$ cat src/rtl/ex_mem_skid_reg.sv
// Execute->memory pipeline register with a 2-entry skid buffer.
// Define EXMEM_PERF_CNT_EN to add the stall_cnt output.
module ex_mem_skid_reg #(
  parameter int XLEN = 64,
  parameter int OPW  = 2
) (
  input  logic            clk,
  input  logic            rst,
  input  logic            flush,
  input  logic            in_valid,
  output logic            in_ready,
  input  logic [XLEN-1:0] in_pc,
  input  logic [XLEN-1:0] in_alu_result,
  input  logic [XLEN-1:0] in_store_data,
  input  logic [4:0]      in_rd,
  input  logic            in_reg_wen,
  input  logic [OPW-1:0]  in_opcode_info,
  output logic            out_valid,
  input  logic            out_ready,
  output logic [XLEN-1:0] out_pc,
  output logic [XLEN-1:0] out_alu_result,
  output logic [XLEN-1:0] out_store_data,
  output logic [4:0]      out_rd,
  output logic            out_reg_wen,
  output logic [OPW-1:0]  out_opcode_info
`ifdef EXMEM_PERF_CNT_EN
  ,
  output logic [31:0]     stall_cnt
`endif
);

  typedef struct packed {
    logic [XLEN-1:0] pc;
    logic [XLEN-1:0] alu;
    logic [XLEN-1:0] sd;
    logic [4:0]      rd;
    logic            wen;
    logic [OPW-1:0]  op;
  } op_t;

  typedef enum logic [1:0] {
    S_EMPTY,
    S_BUSY,
    S_FULL
  } state_t;

  state_t r_state;
  state_t w_state_nxt;
  op_t    r_main;
  op_t    r_skid;
  op_t    w_main_nxt;
  op_t    w_skid_nxt;
  op_t    w_in;
  logic   w_in_fire;
  logic   w_out_fire;

  assign w_in.pc  = in_pc;
  assign w_in.alu = in_alu_result;
  assign w_in.sd  = in_store_data;
  assign w_in.rd  = in_rd;
  assign w_in.wen = in_reg_wen;
  assign w_in.op  = in_opcode_info;

  // in_ready comes from registered state only, never from out_ready
  assign in_ready   = (r_state != S_FULL) & ~rst;
  assign out_valid  = (r_state != S_EMPTY);
  assign w_in_fire  = in_valid & in_ready;
  assign w_out_fire = out_valid & out_ready;

  always_ff @(posedge clk) begin
    if (rst) begin
      r_state <= S_EMPTY;
      r_main  <= '0;
      r_skid  <= '0;
    end else begin
      r_state <= w_state_nxt;
      r_main  <= w_main_nxt;
      r_skid  <= w_skid_nxt;
    end
  end

  always_comb begin
    w_state_nxt = r_state;
    w_main_nxt  = r_main;
    w_skid_nxt  = r_skid;
    unique case (r_state)
      S_EMPTY: begin
        if (w_in_fire) begin
          w_main_nxt  = w_in;
          w_state_nxt = S_BUSY;
        end
      end
      S_BUSY: begin
        if (w_in_fire && w_out_fire) begin
          w_main_nxt = w_in;
        end else if (w_in_fire) begin
          w_skid_nxt  = w_in;
          w_state_nxt = S_FULL;
        end else if (w_out_fire) begin
          w_state_nxt = S_EMPTY;
        end
      end
      S_FULL: begin
        if (w_out_fire) begin
          w_main_nxt  = r_skid;
          w_state_nxt = S_BUSY;
        end
      end
      default: w_state_nxt = S_EMPTY;
    endcase
    // Redirect kills both slots; the data is left stale but invisible
    if (flush) begin
      w_state_nxt = S_EMPTY;
      w_main_nxt  = r_main;
      w_skid_nxt  = r_skid;
    end
  end

  assign out_pc          = r_main.pc;
  assign out_alu_result  = r_main.alu;
  assign out_store_data  = r_main.sd;
  assign out_rd          = r_main.rd;
  assign out_opcode_info = r_main.op;
  assign out_reg_wen     = r_main.wen & out_valid
                         & (r_main.rd != 5'd0);

`ifdef EXMEM_PERF_CNT_EN
  logic [31:0] r_stall_cnt;

  always_ff @(posedge clk) begin
    if (rst) begin
      r_stall_cnt <= '0;
    end else if (out_valid && !out_ready
                 && (r_stall_cnt != 32'hFFFF_FFFF)) begin
      r_stall_cnt <= r_stall_cnt + 32'd1;
    end
  end

  assign stall_cnt = r_stall_cnt;
`endif

endmodule

$ cat config.mk
export PLATFORM = sky130hd
export DESIGN_NAME = ex_mem_skid_reg
export DESIGN_NICKNAME = d
export VERILOG_FILES = /design/src/rtl/ex_mem_skid_reg.sv
export SDC_FILE = /design/constraint.sdc
export NUM_CORES = 1
export LEC_CHECK = 0
export ABC_AREA = 1
export BUFFER_PORTS_ARGS = -buffer_cell sky130_fd_sc_hd__buf_4
export CAP_MARGIN = 20
export CORE_UTILIZATION = 50
export DETAILED_ROUTE_END_ITERATION = 12
export GPL_TIMING_DRIVEN = 1
export HOLD_SLACK_MARGIN = 0.06
export PLACE_DENSITY = 0.77
export SLEW_MARGIN = 10
export SYNTH_ARGS = -nofsm -noshare
export SYNTH_HDL_FRONTEND = slang
export SYNTH_SLANG_ARGS = --single-unit
$ cat constraint.sdc
create_clock -name clk -period 1.5 [get_ports clk]
set_input_delay 0.225 -clock clk [delete_from_list [all_inputs] [get_ports clk]]
set_output_delay 0.225 -clock clk [all_outputs]
set_load 0.03 [all_outputs]
## After elaboration in Yosys (flattened, before gate mapping)

Index checks and enable logic that the tools add are counted.

| operators by class | value |
|---|---|
| bitwise logic cells | 8 |
| multiplexer cells | 10 |
| reductions and logical operators | 9 |
| eq/ne operators | 8 |

Operator list:

| operator | number |
|---|---|
| 200-bit 2-to-1 mux | 3 |
| 200-bit one-hot mux with 3 select lines | 1 |
| 2-bit 2-to-1 mux | 5 |
| 2-bit inequality test, second input constant | 5 |
| 4-bit AND reduction | 2 |
| 2-bit one-hot mux with 3 select lines | 1 |
| 1-bit AND | 5 |
| 5-bit AND reduction | 1 |
| 5-bit nonzero test | 1 |
| 3-bit inequality test, second input constant | 1 |
| 1-bit inverter | 3 |
| 3-bit nonzero test | 1 |
| 2-bit by 1-bit equality test with 1-bit output, second input constant | 1 |
| 2-bit equality test, second input constant | 1 |
| 2-bit zero test | 1 |
| 2-bit nonzero test | 1 |
| 2-bit OR reduction | 1 |
| 1-bit logical AND | 1 |

| word-level totals | value |
|---|---|
| register bits | 402 |
| word-level logic and storage cells | 48 |
| input bits | 205 |
| output and inout bits | 202 |

## Depth between registers and ports, before layout

| depth | value |
|---|---|
| depth in word-level cells | 6 |
| depth in mapped cells | 11 |
| gate-level depth less buffers | 9 |

## Worst setup path before layout

Ideal clock, no wire load.

| timing path | value |
|---|---|
| kind | flip-flop to output port |
| start | register r_state[0] |
| end | output port in_ready |
| setup slack | 23 ps |
| stages on the path, launching flop included | 6 |
| path buffers | 1 |
| arrival | 1252 ps |
| cell sequence | dfxtp_1 inv_2 nand2_4 inv_2 clkbuf_1 nor2_1 |

| between the ends | value |
|---|---|
| cells in the longest elaborated chain, start to end | 2 |

Ends and longest elaborated chain:

| element | line | RTL |
|---|---|---|
| start: declaration | 47 | `state_t r_state;` |
| start signal: assignment | 76 | `r_state <= w_state_nxt;` |
| 2-bit inequality test | 65 | `assign in_ready = (r_state != S_FULL) & ~rst;` |
| 1-bit AND | 65 |  |
| end: declaration | 11 | `output logic in_ready,` |

Every way passes these cells.

## Final worst setup path

| timing path | value |
|---|---|
| start | register r_state[1] |
| end | register r_main (netlist bit out_store_data[59]) |

| between the ends | value |
|---|---|
| cells in the longest elaborated chain, start to end | 6 |
| elaborated cells on any way between the ends | 15 |

Ends and longest elaborated chain:

| element | line | RTL |
|---|---|---|
| 2-bit inequality test | 65 |  |
| 1-bit AND | 65 |  |
| 1-bit AND | 67 | `assign w_in_fire = in_valid & in_ready;` |
| 1-bit logical AND | 94 | `if (w_in_fire && w_out_fire) begin` |
| 2-bit inequality test (no line) | -- |  |
| 5-bit AND reduction (no line) | -- |  |
| end signal: assignment | 77 | `r_main <= w_main_nxt;` |
| end: declaration | 49 | `op_t r_main;` |

Parallel ways exist; a longest one is shown, timed or not.
A chain may end at the register's enable or synchronous reset.

==> results.ini <==
[run_status]
status=complete, but fails checks
failed_checks=negative setup slack

[setup_path]
worst_r2r_startpoint=r_state[1]$_SDFFE_PP0P_
cp_cell_sequence=buf_12 > nand2_8 > buf_6 > nand3_4 > a21oi_4 > buf_12 > buf_12 > buf_12 > clkbuf_16 > nand3_1 > nand2_1 > nor2_1
worst_path_most_repeated_cell=sky130_fd_sc_hd__buf_12
start_kind=flip-flop
crit_required_ps=1960
critical_path.startpoint=r_state[1]$_SDFFE_PP0P_
crit_path_top_delay_cell=sky130_fd_sc_hd__dfxtp_4
setup.worst_path.class=flip-flop to flip-flop
critPathArrivalTime_ps=2310
worstPathMaxFanout=8
crit_path_end_kind=flip-flop
max_stage_delay_ps=370

[sta]
fin_worst_skew_ps=28.5
finalCriticalPeriod_ps=1860
maxClockFrequency_mhz=539
final-max-slew-violation-count=0
setup_slack_ps=-357
hold_viol=0
period_share_pct=124
worst_relative_slew_slack_pct=43.7
finalSetupViolations=404
unrepaired_setup_endpoints_after_global_routing=yes
tightestPinTransition_ps=844

[floorplan]
placeableCoreArea_um2=38700
placementRows=72
die_area_um2=40200
die_w_um=201
io_pins=407
initial_core_utilization_pct=50.9
floorplan.die.height_um=201

[worst_hold_path]
timing.hold.worst.start=in_valid
worst_hold_path_type=primary input to flip-flop

[route]
remaining_drc_errors=0
via_per_inst=5.42
drt_iter0_drc=1816
postRouteAntennaNets=0
drt-pass1-iter-count=7
via_count=21765
route.detailed.wl_per_inst_um=17.9
wl_um=71900

[global_routing]
grtUsageTotal_pct=31.2
grt_pass1_vias=20267
use_met3_pct=7.14
grt.met1_usage_pct=37.5
globalRoute.busiestLayer=met2
grt_start_max_net_pins=164
global_route_wire_length_before_repair_um=103000
use_met2_pct=51.7
number_of_antenna_violations_at_the_first_check_in_global_routing=5
residual_overflow_from_global_routing=0

[cells_and_area]
fin_util_pct=74.1
syn_to_final_growth_pct=45.6
count_of_fill_cells_added_during_filler_insertion=2580
proportion_of_layout_cells_with_a_drive_suffix_above_1_pct=23.1
final_net_count=3667
area.sequential_um2=8060
multi_input_comb_area_um2=8990

[power]
power.internal_mw=19.3
p_sw_mw=7.54
switching_share_pct=28.1
vdd.ir_drop.worst_mv=0.934
clkPwrFrac_pct=39.2
pwr_density_cell_nw_per_um2=934
p_leak_nw=13.6
sequentialPowerShare_pct=42.4
combPwrFrac_pct=18.4
post-layout-total-power_mw=26.8

[synth]
synth_fp_nets=3231
synth.yosys.seq_area_share_pct=40.8
ys_dominant_reg_cell=sky130_fd_sc_hd__dfxtp_1
yosys_warnings=0
synth_area_um2=19700
leading_post_synthesis_cells_by_cell_area=sky130_fd_sc_hd__dfxtp_1 (41%), sky130_fd_sc_hd__nand2_1 (14%), sky130_fd_sc_hd__nor2_1 (10%)
synth_largest_area_cell=sky130_fd_sc_hd__dfxtp_1
edff_count_synth=0
post_synth.cell_area_avg_um2=6.52
syn-instance-count=3026
flip_flop_and_latch_count_after_synthesis=402
asyncSetResetFlopFracSynth_pct=0
post_synth_num_cell_types=23
yosysTopAreaCellShare_pct=40.8

[placed_design]
dp_hpwl_um=35700
finalWeightedCongestion=0.854
portbufs=406

[clock_network]
cts_tree=yes
h_tree_depth=2
clk_root_buffer_cell=sky130_fd_sc_hd__clkbuf_16
worst_skew_pair.late_latency_ps=590
clock_path_buffers=3
clkSinkCount=402
worst_setup_hold_path_clk_slew_ps=60
cts_inserted_buffers=44

[job]
drv.max_cap_violation_count=0

## cells in the final DEF (no fill, tap or decap), types with 4 or more instances in the layout
cell,Yosys,final
sky130_fd_sc_hd__o21ai_2,0,34
sky130_fd_sc_hd__a21oi_2,1,8
sky130_fd_sc_hd__nand3_1,201,174
sky130_fd_sc_hd__buf_16,0,36
sky130_fd_sc_hd__clkbuf_16,0,67
sky130_fd_sc_hd__o21ai_1,0,23
sky130_fd_sc_hd__buf_12,0,59
sky130_fd_sc_hd__nand3_2,0,27
sky130_fd_sc_hd__o21ai_4,0,9
sky130_fd_sc_hd__clkbuf_1,58,12
sky130_fd_sc_hd__nor2_1,544,511
sky130_fd_sc_hd__dfxtp_1,402,400
sky130_fd_sc_hd__o21ai_0,231,165
sky130_fd_sc_hd__diode_2,0,5
sky130_fd_sc_hd__dlygate4sd3_1,0,203
sky130_fd_sc_hd__inv_1,236,231
sky130_fd_sc_hd__clkbuf_8,0,9
sky130_fd_sc_hd__buf_6,0,24
sky130_fd_sc_hd__inv_2,4,4
sky130_fd_sc_hd__nand2_2,1,9
sky130_fd_sc_hd__a21oi_1,232,224
sky130_fd_sc_hd__nand2_8,0,6
sky130_fd_sc_hd__buf_4,201,443
sky130_fd_sc_hd__nand2_1,748,739
sky130_fd_sc_hd__nor2_2,2,13
sky130_fd_sc_hd__bufbuf_16,0,5
sky130_fd_sc_hd__nor2_4,0,22
sky130_fd_sc_hd__clkinv_2,0,7
sky130_fd_sc_hd__buf_8,0,8
## critical path: cells and delay by family, from the launching register on
kind                   cells  cell delay [ps]
flip-flops                 1              370
AO/OA/AOI/OAI              1              180
buffers and inverters      6              820
AND/OR/NAND/NOR            5              380
## power groups by stage
stage	registers, mW	logic, mW	clock network, mW
floorplan	11.5	2.79	0
global placement	11.6	3.74	0
detailed placement	11.6	3.80	0
CTS	11.3	4.49	10.5
global route	11.4	5.28	11.0
finish	11.4	4.94	10.5
## synthesized netlist by cell type (2+ instances only)
library cell	number
sky130_fd_sc_hd__a21oi_1	232
sky130_fd_sc_hd__buf_1	20
sky130_fd_sc_hd__buf_2	135
sky130_fd_sc_hd__buf_4	201
sky130_fd_sc_hd__clkbuf_1	58
sky130_fd_sc_hd__clkbuf_4	3
sky130_fd_sc_hd__dfxtp_1	402
sky130_fd_sc_hd__inv_1	236
sky130_fd_sc_hd__inv_2	4
sky130_fd_sc_hd__nand2_1	748
sky130_fd_sc_hd__nand3_1	201
sky130_fd_sc_hd__nor2_1	544
sky130_fd_sc_hd__nor2_2	2
sky130_fd_sc_hd__o21ai_0	231
## through the flow
| step | hold slack [ps] | area (µm²) | setup slack (ps) | TNS, ps | cells |
|---|---|---|---|---|---|
| final | 130 | 28700 | -357 | -85180 | 4017 |
| after global routing | 153 | 28700 | -418 | -116430 | 4015 |
| after CTS | 86.1 | 27300 | -271 | -77240 | 3972 |
| after detailed placement | 436 | 22200 | -159 | -40030 | 3624 |
| after global placement | 431 | 22200 | -102 | -17510 | 3624 |
| after floorplan | 376 | 19700 | 22.6 | 0 | 3026 |
## layout make-up
class	count	share of cell area, %
multi-input cells	1971	31.3
repair buffers	800	30.1
flip-flops and latches	402	28.1
clock buffers	66	4.51
inverters	240	3.27
well taps	518	2.26
clock inverters	12	0.262
repair inverters	3	0.174
diodes	5	0.0436
## layer usage
layer | vias up | share of wire, %
li1 | 10116 | -
met1 | 10036 | 37
met2 | 1275 | 48
met3 | 338 | 9.3
met4 | 0 | 5.7
met5 | - | 0
## sequential cells by signal, summed over array words and instances (netlist names)
signal,flops
r_skid,200
out_alu_result,64
out_pc,64
out_store_data,64
out_rd,5
out_opcode_info,2
r_state,2
r_main,1
## timing repair
action,4_1_cts,5_1_grt
endpoints found under the hold margin,214,0
endpoints found under the setup margin,403,404
setup buffers,34,12
pin swaps,24,30
cloned,34,32
hold buffers,203,0
resized for setup,149,202
## logic make-up after synthesis
kind of cell / share of synthesized area [%]
buf+inv: 17.2
compound gates: 11.9
xor+xnor: 0.0444
flops: 40.8
simple gates: 30.0
## final timing paths
check,endpoint,slack (ps),depth (start not counted)
setup / recovery,out_store_data[59]$_SDFFE_PP0P_,-360,12
hold / removal,r_state[0]$_SDFFE_PP0P_,130,5
setup reg to reg,out_store_data[59]$_SDFFE_PP0P_,-360,12
hold reg to reg,r_skid[175]$_SDFFE_PP0P_,440,2
(Power assumes the default switching activity.)
